===== config.mk =====
export PLATFORM = sky130hd
export DESIGN_NAME = uart_rx_deserializer
export DESIGN_NICKNAME = d
export VERILOG_FILES = /design/src/rtl/uart_rx_deserializer.sv
export SDC_FILE = /design/constraint.sdc
export NUM_CORES = 1
export LEC_CHECK = 0
export CORE_MARGIN = 5
export CORE_UTILIZATION = 55
export DETAILED_ROUTE_END_ITERATION = 12
export GPL_TIMING_DRIVEN = 0
export PLACE_DENSITY = 0.77
export SYNTH_ARGS = -nofsm -noshare
export SYNTH_HDL_FRONTEND = slang
export SYNTH_SLANG_ARGS = --single-unit

===== constraint.sdc =====
create_clock -name clk -period 2.2 [get_ports clk]
set_input_delay 0.33 -clock clk [delete_from_list [all_inputs] [get_ports clk]]
set_output_delay 0.33 -clock clk [all_outputs]
set_load 0.005 [all_outputs]

===== src/rtl/uart_rx_deserializer.sv =====
// uart_rx_deserializer
// Receive front end of the UART path. The serial line is synchronised,
// start bits are qualified at mid-bit, and each frame of 8 data bits
// (LSB first), one parity bit and one stop bit is recovered. The raw
// 9-bit word {parity, data[7:0]} is handed on unchanged. A low stop bit
// raises a one-cycle framing error, and that frame is not delivered.

module uart_rx_deserializer #(
   parameter int unsigned CLKS_PER_BIT = 16
) (
   input  logic       clk,
   input  logic       rst_n,
   input  logic       rx,
   output logic [8:0] data,
   output logic       data_valid,
   output logic       framing_err,
   output logic       busy
);

   // Counter width covers 0 .. CLKS_PER_BIT-1.
   localparam int unsigned CW = (CLKS_PER_BIT > 1) ? $clog2(CLKS_PER_BIT) : 1;
   localparam logic [CW-1:0] HALF_LAST = CW'(CLKS_PER_BIT / 2 - 1);
   localparam logic [CW-1:0] FULL_LAST = CW'(CLKS_PER_BIT - 1);

   typedef enum logic [2:0] {
      S_IDLE,
      S_START,
      S_DATA,
      S_PARITY,
      S_STOP,
      S_BREAK
   } state_t;

   logic [1:0]    sync_q;
   logic          rx_s;

   state_t        state_q;
   logic [CW-1:0] cnt_q;
   logic [2:0]    idx_q;
   logic [8:0]    shift_q;
   logic [8:0]    data_q;
   logic          valid_q;
   logic          ferr_q;
   logic          busy_q;

   logic          half_tick;
   logic          full_tick;

   // Two-flop synchroniser for the asynchronous serial line; idles high.
   always_ff @(posedge clk or negedge rst_n) begin
      if (!rst_n) begin
         sync_q <= '1;
      end else begin
         sync_q <= {sync_q[0], rx};
      end
   end

   // Synchronised line and the half-bit / full-bit sample points.
   always_comb begin
      rx_s      = sync_q[1];
      half_tick = (cnt_q == HALF_LAST);
      full_tick = (cnt_q == FULL_LAST);
   end

   // Frame recovery state machine with registered outputs.
   always_ff @(posedge clk or negedge rst_n) begin
      if (!rst_n) begin
         state_q <= S_IDLE;
         cnt_q   <= '0;
         idx_q   <= '0;
         shift_q <= '0;
         data_q  <= '0;
         valid_q <= 1'b0;
         ferr_q  <= 1'b0;
         busy_q  <= 1'b0;
      end else begin
         valid_q <= 1'b0;
         ferr_q  <= 1'b0;
         case (state_q)
            S_IDLE: begin
               if (!rx_s) begin
                  state_q <= S_START;
                  cnt_q   <= '0;
                  busy_q  <= 1'b1;
               end
            end

            S_START: begin
               if (half_tick) begin
                  cnt_q <= '0;
                  if (rx_s) begin
                     // Line went back high before mid-start: a glitch.
                     state_q <= S_IDLE;
                     busy_q  <= 1'b0;
                  end else begin
                     state_q <= S_DATA;
                     idx_q   <= '0;
                  end
               end else begin
                  cnt_q <= cnt_q + CW'(1);
               end
            end

            S_DATA: begin
               if (full_tick) begin
                  cnt_q                  <= '0;
                  shift_q[{1'b0, idx_q}] <= rx_s;
                  if (idx_q == 3'd7) begin
                     state_q <= S_PARITY;
                  end else begin
                     idx_q <= idx_q + 3'd1;
                  end
               end else begin
                  cnt_q <= cnt_q + CW'(1);
               end
            end

            S_PARITY: begin
               if (full_tick) begin
                  cnt_q      <= '0;
                  shift_q[8] <= rx_s;
                  state_q    <= S_STOP;
               end else begin
                  cnt_q <= cnt_q + CW'(1);
               end
            end

            S_STOP: begin
               if (full_tick) begin
                  cnt_q <= '0;
                  if (rx_s) begin
                     // Returning at mid-stop leaves half a bit to catch
                     // the next start edge of a back-to-back frame.
                     data_q  <= shift_q;
                     valid_q <= 1'b1;
                     state_q <= S_IDLE;
                     busy_q  <= 1'b0;
                  end else begin
                     ferr_q  <= 1'b1;
                     state_q <= S_BREAK;
                  end
               end else begin
                  cnt_q <= cnt_q + CW'(1);
               end
            end

            S_BREAK: begin
               if (rx_s) begin
                  state_q <= S_IDLE;
                  busy_q  <= 1'b0;
               end
            end

            default: begin
               state_q <= S_IDLE;
               busy_q  <= 1'b0;
            end
         endcase
      end
   end

   // Drive outputs straight from their registers.
   always_comb begin
      data        = data_q;
      data_valid  = valid_q;
      framing_err = ferr_q;
      busy        = busy_q;
   end

endmodule


==> metrics, run 1 <==
pwr dens 914 nW/µm²; first-pass GRT wire length 5.52 mm; Clock Pin Slew Worst Setup and Hold Paths 100 ps; Max stage delay on crit path 550 ps; via count 1164; initial antenna violation count 0; Post-DP HPWL 2.13 mm; CTS tree yes; Pleak 0.885 nW; startpoint class of the critical path flop; Final Cycle Share 94.4%; wire length per cell 15.9 µm; Die W 64.2 µm; clock sinks 33; yosys warns 0; cell family with most CP delay simple AND/OR/NAND/NOR gates; Gates resized, CTS repair 0; Layout area overhead 15.5%; Worst Hold Class primary input to async pin; CP Capture Type flop; RSZ-0062 raised after global routing no; fin area 1870 µm²; WP data arrival 2310 ps; non-filler cells, final 192; status finished clean; clock root cell clkbuf_4; number of placed cells counting well taps 184; max-slew violations 0; reg-to-reg slack, setup 120 ps; Async S/R FF share, synth 100%; largest net degree at the start of global routing 34; Clk Latency, worst-skew pair 340 ps; Initial Util 58.1%; area of the die 4120 µm²; Worst slew margin 53.8%; sequential area share after synthesis 51.3%; met3 routed WL 173 µm; global route overflow 0; fmax 482 MHz; setup TNS 0 ps; synthesized flop and latch total 33; initial drt markers 39; Cell Chain, Critical Path ha_1 > nand3_2 > or4_4 > nor3b_2 > mux2_1; Post-synth top cells dfrtp_1, mux2_2, a21oi_1, inv_1, nand2_1; Inserted Diodes 0; Core ar. 2780 µm²; Met1 Wirelength 1.29 mm; Core Util, Final 67.1%; Yosys top cell by area dfrtp_1; PnR worst setup slack 123 ps; drt first pass iters 4; # rows 19; post-CTS setup-driven buffer insertion count 0; hold_buf cts 0; Clock Skew 9.92 ps; chip height 64.2 µm; I/O Buffers 14; Buffers & Inverters on Critical Path 0; IO Count 15; minimum clock period 2080 ps; Syn Inst Count 139; Post-Syn Nets 145; placement-stage worst setup slack 160 ps; main flop type after synthesis dfrtp_1; Total Power 1.71 mW; GRT Total Usage 16.9%; fin nets 166; # fillers 205; final hold slack 20.8 ps; dpl cell area 1790 µm²; total CTS buffers 5; endpoints failing hold 0; most common cell in the netlist dfrtp_1; H-tree Lvls 2; synthesized cell area 1620 µm²; CTS max path bufs 2; Residual DRC 0; ranking of synthesized cells by area dfrtp_1, mux2_2, dfstp_2, ha_1, a21oi_1; Max Cap Viol 0; vias per cell 6.06; Setup violations, final 0; max layer used met4; Critical Path RT 2430 ps; Slew @ Worst Pin 693 ps; Mapped Avg Cell Area 11.6 µm²; Placer Congestion 0.923; slowest CP cell or4_4; share of layout cells above drive strength 1 23.6%; Max Fanout on Critical Path 7; ANT nets after route 0; Crit Path Class flop to flop; Met2 Wirelength 1.49 mm; post-synth cell types 47; worst IR drop on VDD 0.000732 V; EDFF count, synth 0; post-synth top area share 48.0%; vias in the first global route 1183; final wirelength 3.05 mm
cells in the final DEF (no fill, tap or decap), types with 2 or more instances in the layout:
cell	n
dfrtp_1	31
mux2_2	16
clkdlybuf4s50_1	13
inv_1	7
nand2_1	7
a21oi_1	7
clkbuf_1	6
o21ai_0	6
clkbuf_4	5
nor2_1	4
mux2i_1	3
nand3_1	3
ha_1	3
buf_4	2
and3_1	2
nand2b_1	2
buf_2	2
and4b_1	2
nand3b_1	2
nor3b_2	2
mux2_1	2
nand4b_1	2
a31o_2	2
a22o_1	2
dfstp_2	2
cells by family after synthesis:
logic type,count (synthesis),share of synthesized area [%]
and+or+nand+nor,39,16.3
DFF,33,51.3
AOI/OAI and AO/OA,27,11.4
muxes,21,14.4
buffers and inverters,16,4.26
adders and majority gates,3,2.32
routing by layer:
layer | track usage, % | vias up
li1 | - | 555
met1 | 21.3 | 560
met2 | 25.9 | 39
met3 | 5.60 | 10
met4 | 8.65 | 0
met5 | 0 | -
registers in the layout, indices dropped and copies added, names as in the netlist:
signal,count
data,9
shift_q,9
cnt_q,4
idx_q,3
state_q,3
sync_q,2
busy,1
data_valid,1
framing_err,1
worst paths after layout:
check                           from  cells after the start         end
min                            rst_n                      1     data[7]
min in group clk           sync_q[0]                      0   sync_q[1]
max in group asynchronous      rst_n                      1     data[0]
max reg2reg                 cnt_q[0]                      5  shift_q[4]
min reg2reg                sync_q[0]                      0   sync_q[1]
max                         cnt_q[0]                      5  shift_q[4]
where the power goes:
group / internal, mW / switching (mW)
logic: 0.206 / 0.290
clock network: 0.238 / 0.205
registers: 0.694 / 0.0728
final cells by class:
type | instances | area (µm²) | share of cell area, %
tap | 31 | 38.8 | 2.08
timing repair buffer | 14 | 135 | 7.24
inverter | 7 | 26.3 | 1.41
clock buffer | 6 | 41.3 | 2.21
buffer | 9 | 42.5 | 2.28
multi-input combinational | 90 | 718 | 38.5
clock inverter | 2 | 35.0 | 1.88
sequential | 33 | 828 | 44.4
(Power assumes the default switching activity.)
==> run 2: changes to the inputs <==
GPL_TIMING_DRIVEN = unset   (was 0)
TNS_END_PERCENT = 5   (was unset)
==> metrics, run 2 (synthesis results as in run 1) <==
GRT Total Usage 15.1% (-1.8 points); r2r worst-path depth 5 (unchanged); Initial Util 58.1% (unchanged); worst r2r src cnt_q[1]; RSZ-0062 raised after global routing no; CP Capture Type flop; total CTS buffers 5 (unchanged); Die W 64.2 µm (unchanged); clock root cell clkbuf_4; area of the multi-input gates 718 µm² (unchanged); Clock Skew 7.84 ps (-2.08 ps); drt first pass iters 4 (unchanged); area of the die 4120 µm² (unchanged); Layout area overhead 15.3%; Core ar. 2780 µm² (unchanged); critical path startpoint cnt_q[1]; most frequent cells in the layout dfrtp_1, mux2_2, clkdlybuf4s50_1; worst IR drop on VDD 0.000750 V (+2.4%); Worst slew margin 67.2% (+13 points); fin nets 160 (-3.6%); pwr dens 914 nW/µm² (about the same); first-pass GRT wire length 5.00 mm (-9.5%); endpoints failing hold 0 (unchanged); non-filler cells, final 186 (-3.1%); Clk Latency, worst-skew pair 330 ps (about the same); clock sinks 33 (unchanged); vias per cell 5.95 (-1.9%); max-slew violations 0 (unchanged); Crit Path Class flop to flop; largest net degree at the start of global routing 34 (unchanged); Critical Path RT 2420 ps (about the same); Residual DRC 0 (unchanged); setup TNS 0 ps (unchanged); slowest CP cell or4_4; post-CTS setup-driven buffer insertion count 0 (unchanged); vias in the first global route 1115 (-5.7%); share of layout cells above drive strength 1 24.5% (+0.91 points); Max Cap Viol 0 (unchanged); Post-DP HPWL 1.91 mm (-10%); WP data arrival 2260 ps (-50 ps); initial drt markers 32 (-18%); Worst R2R End shift_q[2]; Clock Pin Slew Worst Setup and Hold Paths 100 ps (about the same); global route overflow 0 (unchanged); CTS max path bufs 2 (unchanged); Setup violations, final 0 (unchanged); Pleak 0.880 nW (-0.58%); startpoint class of the critical path flop; final wirelength 2.77 mm (-9.2%); Placer Congestion 0.820 (-11%); via count 1106 (-5.0%); initial antenna violation count 0 (unchanged); minimum clock period 2040 ps (-39.7 ps); crit path to shift_q[2]; Inserted Diodes 0 (unchanged); Hold Path Stages 0; IO Count 15 (unchanged); register area 828 µm² (unchanged); Cell Chain, Critical Path ha_1 > nand3_2 > or4_4 > nor3b_2 > mux2_1; CTS tree yes; I/O Buffers 14 (unchanged); H-tree Lvls 2 (unchanged); # fillers 213 (+3.9%); Gates resized, CTS repair 0 (unchanged); # rows 19 (unchanged); chip height 64.2 µm (unchanged); status finished clean; Total Power 1.70 mW (-0.16%); number of placed cells counting well taps 178 (-3.3%); Max stage delay on crit path 550 ps (about the same); Slew @ Worst Pin 487 ps (-206 ps); reg-to-reg slack, setup 160 ps (+40 ps); ANT nets after route 0 (unchanged); Max Fanout on Critical Path 7 (unchanged); Final Cycle Share 92.6% (-1.8 points); hold_buf cts 0 (unchanged); wire length per cell 14.9 µm (-6.3%); Worst Hold Class flop to flop; fmax 491 MHz (+2.0%); commonest non-fill, non-tap cell in the layout dfrtp_1
run 2: cell count changes in the layout (fill, tap and decap cells not counted), sizes merged:
cell,delta
clkinvlp,+1
clkdlybuf4s50,+1
buf,-2
clkbuf,-5
clkinv,-1
run 2: cell type report:
type                    count  share of cell area [%]
clock buffers               6                    2.75
clock inverters             2                    2.01
inverters                   7                    1.41
multi-input cells          90                    38.5
flip-flops and latches     33                    44.5
well taps                  31                    2.08
repair buffers             17                    8.73
run 2: metrics by stage:
stage | area, µm² | worst slack (ps) | hold slack, ps | utilization, %
floorplan | 1620 | 310 | 34.4 | -
global route | 1860 | 38.9 | 377 | 67.0
CTS | 1860 | 177 | 371 | 67.0
finish | 1860 | 163 | 368 | 67.0
detailed placement | 1770 | 192 | 356 | 63.8
global placement | 1770 | 253 | 348 | 63.8
run 2: routing by layer:
layer	wire length [µm]	share of wire [%]	track usage [%]
met3	121	4.4	3.15
met4	53	1.9	7.63
met5	0	0	0
met1	1250	45	19.0
met2	1350	49	24.5
run 2: worst min path at each step:
stage                      endpoint       from  slack (ps)
after floorplan                busy      rst_n          30
after global placement    sync_q[1]  sync_q[0]         350
after detailed placement  sync_q[1]  sync_q[0]         360
after CTS                 sync_q[1]  sync_q[0]         370
after global routing      sync_q[1]  sync_q[0]         380
final                     sync_q[1]  sync_q[0]         370
run 2: worst max-delay path, delay by kind of cell (launching register included):
kind | cells | cell delay, ps
AND/OR/NAND/NOR | 3 | 890
flip-flops | 1 | 410
adder cells (fa/ha/maj) | 1 | 300
multiplexers | 1 | 330
run 2: power by group:
part	internal [mW]	switching (mW)	total [mW]	leakage, nW
combinational	0.189	0.210	0.399	0.399
sequential	0.693	0.137	0.830	0.436
clock	0.270	0.204	0.474	0.0445
==> run 3: changes to the inputs <==
CTS_CLUSTER_DIAMETER = 200   (was unset)
GPL_ROUTABILITY_DRIVEN = 0   (was unset)
==> results of run 3 <==
The final DEF is identical to that of run 2; final timing and power are the same.
